--- config.mk ---
export PLATFORM = sky130hd
export DESIGN_NAME = load_store_unit
export DESIGN_NICKNAME = d
export VERILOG_FILES = /design/src/rtl/riscv_pkg.sv /design/src/rtl/lsu_align.sv /design/src/rtl/load_store_unit.sv
export SDC_FILE = /design/constraint.sdc
export NUM_CORES = 1
export LEC_CHECK = 0
export BUFFER_PORTS_ARGS = -buffer_cell sky130_fd_sc_hd__buf_2
export CELL_PAD_IN_SITES_DETAIL_PLACEMENT = 1
export CELL_PAD_IN_SITES_GLOBAL_PLACEMENT = 1
export CORE_ASPECT_RATIO = 0.75
export CORE_MARGIN = 2
export CORE_UTILIZATION = 32
export DETAILED_ROUTE_END_ITERATION = 6
export PLACE_DENSITY_LB_ADDON = 0.1
export SLEW_MARGIN = 20
export SYNTH_ARGS = -nofsm -noshare
export SYNTH_HDL_FRONTEND = slang
export SYNTH_SLANG_ARGS = --single-unit
--- constraint.sdc ---
create_clock -name clk -period 2.3 [get_ports clk]
set_input_delay 0.115 -clock clk [delete_from_list [all_inputs] [get_ports clk]]
set_output_delay 0.115 -clock clk [all_outputs]
set_load 0.005 [all_outputs]
--- src/rtl/riscv_pkg.sv ---
// Shared types and constants for the load/store unit and its alignment helper.
package riscv_pkg;

    typedef enum logic [1:0] {
        IDLE = 2'd0,
        REQ  = 2'd1,
        WAIT = 2'd2,
        DONE = 2'd3
    } lsuState_t;

    localparam logic [2:0] F3_B  = 3'b000;
    localparam logic [2:0] F3_H  = 3'b001;
    localparam logic [2:0] F3_W  = 3'b010;
    localparam logic [2:0] F3_BU = 3'b100;
    localparam logic [2:0] F3_HU = 3'b101;

    typedef enum logic [1:0] {
        FC_NONE     = 2'b00,
        FC_MISALIGN = 2'b01,
        FC_ILLEGAL  = 2'b10,
        FC_TIMEOUT  = 2'b11
    } faultCause_t;

endpackage

--- src/rtl/lsu_align.sv ---
// Combinational lane logic: byte enables, store shift and alignment for the
// incoming request, plus extraction/extension of the returned load word.
module lsu_align
    import riscv_pkg::*;
(
    input  logic [2:0]  reqFunct3,
    input  logic [1:0]  reqLane,
    input  logic [31:0] storeData,
    input  logic [2:0]  loadFunct3,
    input  logic [1:0]  loadLane,
    input  logic [31:0] loadWord,
    output logic [3:0]  byteEn,
    output logic [31:0] storeShifted,
    output logic        aligned,
    output logic        legalFunct3,
    output logic [31:0] loadResult
);

    logic [7:0]  laneByte;
    logic [15:0] laneHalf;

    // Decode the request size into byte enables, legality and alignment.
    always_comb begin
        byteEn       = 4'b0000;
        aligned      = 1'b0;
        legalFunct3  = 1'b1;
        storeShifted = storeData << {reqLane, 3'b000};
        case (reqFunct3)
            F3_B, F3_BU: begin
                byteEn  = 4'b0001 << reqLane;
                aligned = 1'b1;
            end
            F3_H, F3_HU: begin
                byteEn  = 4'b0011 << reqLane;
                aligned = ~reqLane[0];
            end
            F3_W: begin
                byteEn  = 4'b1111;
                aligned = (reqLane == 2'b00);
            end
            default: legalFunct3 = 1'b0;
        endcase
    end

    // Pick the addressed byte/half out of the bus word and extend it.
    always_comb begin
        laneByte   = 8'(loadWord >> {loadLane, 3'b000});
        laneHalf   = 16'(loadWord >> {loadLane[1], 4'b0000});
        loadResult = 32'h0;
        case (loadFunct3)
            F3_B:    loadResult = {{24{laneByte[7]}}, laneByte};
            F3_BU:   loadResult = {24'h0, laneByte};
            F3_H:    loadResult = {{16{laneHalf[15]}}, laneHalf};
            F3_HU:   loadResult = {16'h0, laneHalf};
            F3_W:    loadResult = loadWord;
            default: loadResult = 32'h0;
        endcase
    end

endmodule

--- src/rtl/load_store_unit.sv ---
// Load/store unit: turns core load/store requests into single-beat bus
// transactions, stalling the core until the access completes or aborts.
module load_store_unit
    import riscv_pkg::*;
#(
    parameter int TIMEOUT_CYCLES = 255
) (
    input  logic        clk,
    input  logic        rst,
    input  logic        memRead,
    input  logic        memWrite,
    input  logic [2:0]  funct3,
    input  logic [31:0] dataAdr,
    input  logic [31:0] writeData,
    output logic [31:0] readData,
    output logic        stall,
    output logic        fault,
    output logic [1:0]  faultCause,
    output logic        busReq,
    output logic        busWe,
    output logic [31:0] busAddr,
    output logic [31:0] busWdata,
    output logic [3:0]  busBe,
    input  logic        busGnt,
    input  logic        busRvalid,
    input  logic [31:0] busRdata
);

    lsuState_t   state;
    lsuState_t   nextState;
    logic [15:0] timeoutCount;
    logic [2:0]  funct3Reg;
    logic [1:0]  laneReg;
    logic [3:0]  reqByteEn;
    logic [31:0] reqStoreData;
    logic [31:0] loadResult;
    logic        reqAligned;
    logic        reqLegal;
    logic        oneRequest;
    logic        anyRequest;
    logic        illegalReq;
    logic        misalignedReq;
    logic        startAccess;
    logic        timedOut;
    logic        loadDone;

    lsu_align alignUnit (
        .reqFunct3   (funct3),
        .reqLane     (dataAdr[1:0]),
        .storeData   (writeData),
        .loadFunct3  (funct3Reg),
        .loadLane    (laneReg),
        .loadWord    (busRdata),
        .byteEn      (reqByteEn),
        .storeShifted(reqStoreData),
        .aligned     (reqAligned),
        .legalFunct3 (reqLegal),
        .loadResult  (loadResult)
    );

    assign oneRequest    = memRead ^ memWrite;
    assign anyRequest    = memRead | memWrite;
    assign illegalReq    = (memRead & memWrite) | (anyRequest & ~reqLegal);
    assign misalignedReq = oneRequest & reqLegal & ~reqAligned;
    assign startAccess   = (state == IDLE) & oneRequest & reqLegal & reqAligned;
    assign timedOut      = ((state == REQ) || (state == WAIT)) &&
                           (timeoutCount == 16'(TIMEOUT_CYCLES));

    // State register; reset abandons any transfer in flight.
    always_ff @(posedge clk) begin
        if (rst) begin
            state <= IDLE;
        end else begin
            state <= nextState;
        end
    end

    // Next-state, handshake and fault decode; timeout overrides any bus response.
    always_comb begin
        nextState  = state;
        stall      = 1'b0;
        fault      = 1'b0;
        faultCause = FC_NONE;
        busReq     = 1'b0;
        loadDone   = 1'b0;
        case (state)
            IDLE: begin
                if (illegalReq) begin
                    fault      = 1'b1;
                    faultCause = FC_ILLEGAL;
                end else if (misalignedReq) begin
                    fault      = 1'b1;
                    faultCause = FC_MISALIGN;
                end else if (startAccess) begin
                    stall     = 1'b1;
                    nextState = REQ;
                end
            end
            REQ: begin
                stall = 1'b1;
                if (timedOut) begin
                    fault      = 1'b1;
                    faultCause = FC_TIMEOUT;
                    nextState  = DONE;
                end else begin
                    busReq = 1'b1;
                    if (busGnt) begin
                        if (busWe) begin
                            nextState = DONE;
                        end else if (busRvalid) begin
                            loadDone  = 1'b1;
                            nextState = DONE;
                        end else begin
                            nextState = WAIT;
                        end
                    end
                end
            end
            WAIT: begin
                stall = 1'b1;
                if (timedOut) begin
                    fault      = 1'b1;
                    faultCause = FC_TIMEOUT;
                    nextState  = DONE;
                end else if (busRvalid) begin
                    loadDone  = 1'b1;
                    nextState = DONE;
                end
            end
            DONE: begin
                nextState = IDLE;
            end
            default: nextState = IDLE;
        endcase
    end

    // Capture the request on acceptance, run the timeout counter, and latch load results.
    always_ff @(posedge clk) begin
        if (rst) begin
            busWe        <= 1'b0;
            busAddr      <= 32'h0;
            busWdata     <= 32'h0;
            busBe        <= 4'b0000;
            funct3Reg    <= 3'b000;
            laneReg      <= 2'b00;
            timeoutCount <= 16'h0;
            readData     <= 32'h0;
        end else begin
            if (startAccess) begin
                busWe        <= memWrite;
                busAddr      <= {dataAdr[31:2], 2'b00};
                busWdata     <= reqStoreData;
                busBe        <= reqByteEn;
                funct3Reg    <= funct3;
                laneReg      <= dataAdr[1:0];
                timeoutCount <= 16'h0;
            end else if ((state == REQ) || (state == WAIT)) begin
                timeoutCount <= timeoutCount + 16'd1;
            end
            if (timedOut) begin
                readData <= 32'h0;
            end else if (loadDone) begin
                readData <= loadResult;
            end
        end
    end

endmodule

== After elaboration in Yosys (flattened, before gate mapping) ==
Index checks and enable logic that the tools add are counted.
W data, S select, Z words.
Storage, ports and cells
  register bits: 122
  input port bits: 105
  output and inout bits: 106
  word-level logic and storage cells: 92
Operators by class
  shift operators: 5
  reductions and logical operators: 13
  muxes and demuxes: 34
  equal/unequal tests: 17
  bitwise operators: 13
  $add $sub $neg: 1
Operators with widths (count)
  $pmux W32 S5: 1
  $shl A32 B5 Y32: 1
  $shr A32 B5 Y16: 1
  $shr A32 B5 Y8: 1
  $mux W2: 9
  $mux W1: 17
  $add A16 B1 Y16 const B: 1
  $eq A16 B8 Y1 const B: 1
  $eq A3 B3 Y1 const B: 4
  $pmux W4 S3: 1
  $reduce_or A2 Y1: 5
  $pmux W2 S4: 1
  $and A1 B1 Y1: 7
  $eq A3 B1 Y1 const B: 2
  $eq A3 B2 Y1 const B: 2
  $logic_not A3 Y1: 2
  $ne A2 B2 Y1 const B: 3
  $ne A3 B3 Y1 const B: 2
  $pmux W1 S2: 3
  $reduce_and A5 Y1: 1
  $reduce_or A5 Y1: 1
  $eq A2 B2 Y1 const B: 2
  $logic_not A2 Y1: 2
  $pmux W2 S2: 1
  9 further kinds: 12

== Longest topological paths before layout ==
  depth in word-level cells: 9
  depth in mapped cells: 11

== Hierarchy ==
A second synthesis with hierarchy kept.
Second synthesis, totals
  cell total of the unflattened synthesis: 783
  area, all modules: 6133.4 µm²
By module, submodules not included
  load_store_unit: instances 1, cells each 580, area each 4631.9 µm², sequential area each 2442.3 µm²
  lsu_align: instances 1, cells each 203, area each 1501.4 µm², sequential area each 0.0 µm²

== Least setup slack after synthesis ==
OpenSTA, ideal clock, no wires.
  kind: flip-flop to flip-flop
  from: reg state[0]
  to: reg readData[21]
  slack: -0.048 ns
  arrival: 2.230 ns
  path buffers: 4
  library setup time: 0.118 ns
  stages on the path, launching flop included: 12
  period minus slack after synthesis: 2.348 ns
  path through: dfxtp_1 > inv_1 > ha_1 > buf_2 > nand4_1 > nor4_4 > or2_2 > buf_4 > nor2b_4 > buf_6 > buf_12 > o2bb2ai_2
On the way
  cells in the longest elaborated chain, start to end: 5
  elaborated cells on any way between the ends: 8
  those cells by class: eq/ne (2); mux (3); reduce/logical (3)
Ends and longest elaborated chain
  start, declared: line load_store_unit.sv:29  | lsuState_t state;
  start signal, assigned: line load_store_unit.sv:74  | state <= nextState;
  $eq A2 B1 Y1 or $eq A2 B2 Y1 (tied branches): line load_store_unit.sv:66, load_store_unit.sv:86
  $logic_or A1 B1 Y1: line load_store_unit.sv:66  | assign timedOut = ((state == REQ) || (state == WAIT)) &&
  $logic_and A1 B1 Y1: line load_store_unit.sv:66
  $mux W1, on equally long branches: line load_store_unit.sv:121, load_store_unit.sv:101
  $pmux W1 S2: line load_store_unit.sv:86  | case (state)
  end signal, assigned: line load_store_unit.sv:163  | readData <= loadResult;
  end, declared: line load_store_unit.sv:15  | output logic [31:0] readData,
Parallel ways exist; a longest one is shown, timed or not.
A chain may end at the register's enable or synchronous reset.

== Worst setup path after layout ==
  from: reg timeoutCount[15]
  to: out busReq
On the way
  cells in the longest elaborated chain, start to end: 4
Ends and longest elaborated chain
  start, declared: line load_store_unit.sv:31  | logic [15:0] timeoutCount;
  start signal, assigned: line load_store_unit.sv:158  | timeoutCount <= timeoutCount + 16'd1;
  $eq A16 B8 Y1: line load_store_unit.sv:67  | (timeoutCount == 16'(TIMEOUT_CYCLES));
  $logic_and A1 B1 Y1: line load_store_unit.sv:66
  $mux W1: line load_store_unit.sv:101  | if (timedOut) begin
  $mux W1: line load_store_unit.sv:86
  end, declared: line load_store_unit.sv:19  | output logic busReq,
No other way between the ends.

==> flow_metrics.tcl <==
set metrics [dict create \
    grt_pass1_vias 6252 \
    syn_inst 694 \
    p_seq_share_pct 35.8 \
    end_kind "output pin" \
    cts_tree "built" \
    vias_per_cell 4.934 \
    holdPathEnd "readData[21]" \
    antenna_found_initial 2 \
    drive_above_1_share_pct 33.16 \
    grt-busiest-layer "met2" \
    cp-start-kind "flop" \
    finalClockSkew_ns 0.005510 \
    top_level_ports 211 \
    synth_edf_count 0 \
    hold_path.class "input pin to flop" \
    hp-start "busRdata[21]" \
    switchingPower_uw 1951 \
    r2r_end "state[1]" \
    start_util_pct 32.59 \
    hold_path_depth 3 \
    routed_wirelength_um 20610 \
    yosysSeqAreaShare_pct 42.69 \
    reg2reg_from "timeoutCount[15]" \
    critical_path_required_ns 2.18 \
    fin_crit_ns 2.263 \
    synth_area_leaders "dfxtp_1, nand2_1, a21oi_1" \
    grt_max_degree 73 \
    syn_to_final_growth_pct 43.74 \
    hold_viol_final 0 \
    p_sw_share_pct 29.88 \
    numCtsBuffers 17 \
    grt_pass1_wl_um 32460 \
    grt.total_usage_pct 21.97 \
    place_congestion 0.7730 \
    slowest_delay_ns 0.54 \
    firstDrtPassIters 4 \
    drtIter0Drc 260 \
    htree_levels 4 \
    io_buffers 208 \
    ant_nets 0 \
    chipHeight_um 119.8 \
    slowest_stage "or4_4" \
    setup_violations 0 \
    leakage_uw 0.003534 \
    min_period_over_period_pct 98.41 \
    vias 5936 \
    std_cell_rows 42 \
    clk_latency_ns 0.42 \
    fmax_mhz 441.8 \
    postLayoutCoreUtil_pct 46.85 \
    clock_path_buffers 2 \
    drv_slew 0 \
    cts.sinks 122 \
    yosysTopAreaCell "dfxtp_1" \
    synth_area_per_cell_um2 8.243 \
    p_int_uw 4580 \
    rsz0062_at_grt "true" \
    tightestPinTransition_ns 0.9593 \
    synth.top_cell.area_share_pct 42.69 \
    p_per_area_nw_per_um2 794.3 \
    arrival_ns 2.15 \
    crit_chain "or4_4 -> nor4_4 -> buf_4 -> and2b_1 -> buf_2" \
    use_met3_pct 6.609 \
    relSlewSlack_pct 35.81 \
    core_um2 17550 \
    comb_power_share_pct 23.6 \
    wl_per_cell_um 17.13 \
    crit_fanout 4 \
    yosysWarnings 0 \
    drv_cap 0 \
    pwr-share-clk_pct 40.6 \
    outcome "finished, final reports clean" \
    fill_cells 2153 \
    async_flop_share_pct 0 \
    final_nets 1059 \
    path_clk_slew_ns 0.06 \
    vdd_drop_max_v 0.0003759 \
    die_x_um 158.4 \
    yosysUniqueCellTypes 55 \
    ys.flop_type "dfxtp_1" \
    r2r_setup_slack_ns 0.11 \
    root_buffer "clkbuf_16" \
    met2_usage_pct 34.97 \
    dieArea_um2 18970 \
    whs_ns 0.01901 \
    synth.ff_latch_count 122 \
    grt_overflow 0 \
    route.detailed.drc 0 \
    crit_type "flop to output pin" \
    use_met1_pct 28.62 \
    dpl.hpwl_um 14500 \
    rr_worst_depth 8 \
    synth_area_um2 5720 \
]
[stage by stage]
stage               total power (uW)  std cells  area (um2)  TNS [ns]  setup WS (ns)
floorplan                       3174        695        5727         0        0.02153
CTS                             6552       1195        8115  -0.01364       -0.01364
finish                          6531       1203        8223         0        0.03660
global route                    6882       1202        8220   -0.1440       -0.03940
global placement                3691       1113        7020  -0.05269       -0.03201
detailed placement              3745       1113        7020    -3.621        -0.2579
[state kept, by name, summed over array words and instances, names as in the netlist]
name and count:
state 2, funct3Reg 3, busWdata 32, busBe 4
busAddr 30, laneReg 2, readData 32, timeoutCount 16
busWe 1
[cells in the mapped netlist, drive strengths merged, types with 2 or more instances]
master and number:
nand2 135, dfxtp 122, a21oi 98, nor2 56, clkbuf 35, mux2i 28
o21ai 22, buf 21, nor3 17, o2bb2ai 16, nand3 12, nand2b 11
mux2 10, or3 10, a211oi 9, o211ai 9, and3 8, xor2 8
a221oi 7, ha 7, inv 7, xnor2 7, nor2b 5, nor4 5
nand4 4, a22oi 3, a21o 2, a221o 2, o2111ai 2, or4 2
[what timing repair did]
action | 4_1_cts | 5_1_grt
endpoints found under the setup margin | 39 | 35
pin swaps | 3 | 3
hold buffers | 44 | 0
buffers inserted | 7 | 6
resized for setup | 7 | 13
endpoints found under the hold margin | 45 | 0
cloned | 0 | 0
[critical path, delay by kind of cell (launching register included)]
kind / cells / cell delay, ns
buffers and inverters: 2 / 0.34
DFF: 1 / 0.32
and+or+nand+nor: 3 / 1.08
[logic make-up after synthesis]
family          count (synthesis)  synth area share (%)
buf+inv                        63                 5.074
simple gates                  270                 21.13
compound gates                177                 19.95
flops                         122                 42.69
other cells                     1               0.06555
mux                            39                 7.262
xor+xnor                       15                 2.297
fa+ha+maj                       7                 1.531
[final cells by class]
type	instances	area [um2]	share of cell area [%]
well taps	242	302.8	3.682
flip-flops and latches	122	2456	29.87
diodes	2	5.005	0.06086
multi-input cells	510	3069	37.32
repair buffers	289	1784	21.70
inverters	7	26.28	0.3195
clock buffers	21	460.4	5.600
clock inverters	10	118.9	1.446
[worst max-delay path by stage]
stage                     start           end  slack, ns
6_report       timeoutCount[15]        busReq       0.04
3_3_place_gp           state[0]   readData[7]      -0.03
3_5_place_dp           state[0]  readData[10]      -0.26
2_1_floorplan          state[0]  readData[21]       0.02
5_1_grt        timeoutCount[15]         fault      -0.04
4_1_cts                state[1]         fault      -0.01
[power groups by stage]
stage | Clock (uW) | Combinational, uW | Sequential, uW
finish | 2650 | 1540 | 2340
global route | 2820 | 1710 | 2350
CTS | 2730 | 1490 | 2340
detailed placement | 0 | 1360 | 2380
global placement | 0 | 1320 | 2370
floorplan | 0 | 799 | 2370
[routing by layer]
layer | routed length (um) | part of all wire, %
met5 | 0 | 0
met4 | 249 | 1.2
met3 | 1163 | 5.6
met2 | 9503 | 46
met1 | 9695 | 47
[cells in the final DEF (no fill, tap or decap), types with 3 or more instances in the layout]
| master | count |
|---|---|
| nand2b_1 | 11 |
| buf_2 | 208 |
| mux2_2 | 10 |
| a21oi_2 | 3 |
| inv_1 | 5 |
| o21ai_0 | 21 |
| nor4_1 | 4 |
| xnor2_1 | 7 |
| mux2i_1 | 28 |
| or3_1 | 10 |
| a22oi_1 | 3 |
| ha_1 | 6 |
| nand2_1 | 135 |
| dlygate4sd3_1 | 44 |
| xor2_1 | 8 |
| dfxtp_4 | 3 |
| o211ai_1 | 9 |
| a221oi_1 | 7 |
| nor2_1 | 55 |
| clkbuf_16 | 17 |
| nand4_1 | 4 |
| and3_1 | 8 |
| o2bb2ai_2 | 10 |
| dfxtp_1 | 117 |
| a211oi_1 | 8 |
| a21oi_1 | 95 |
| buf_4 | 35 |
| clkinvlp_4 | 3 |
| nor3_1 | 17 |
| o2bb2ai_1 | 6 |
| nand3_1 | 12 |
(Power assumes the default switching activity.)
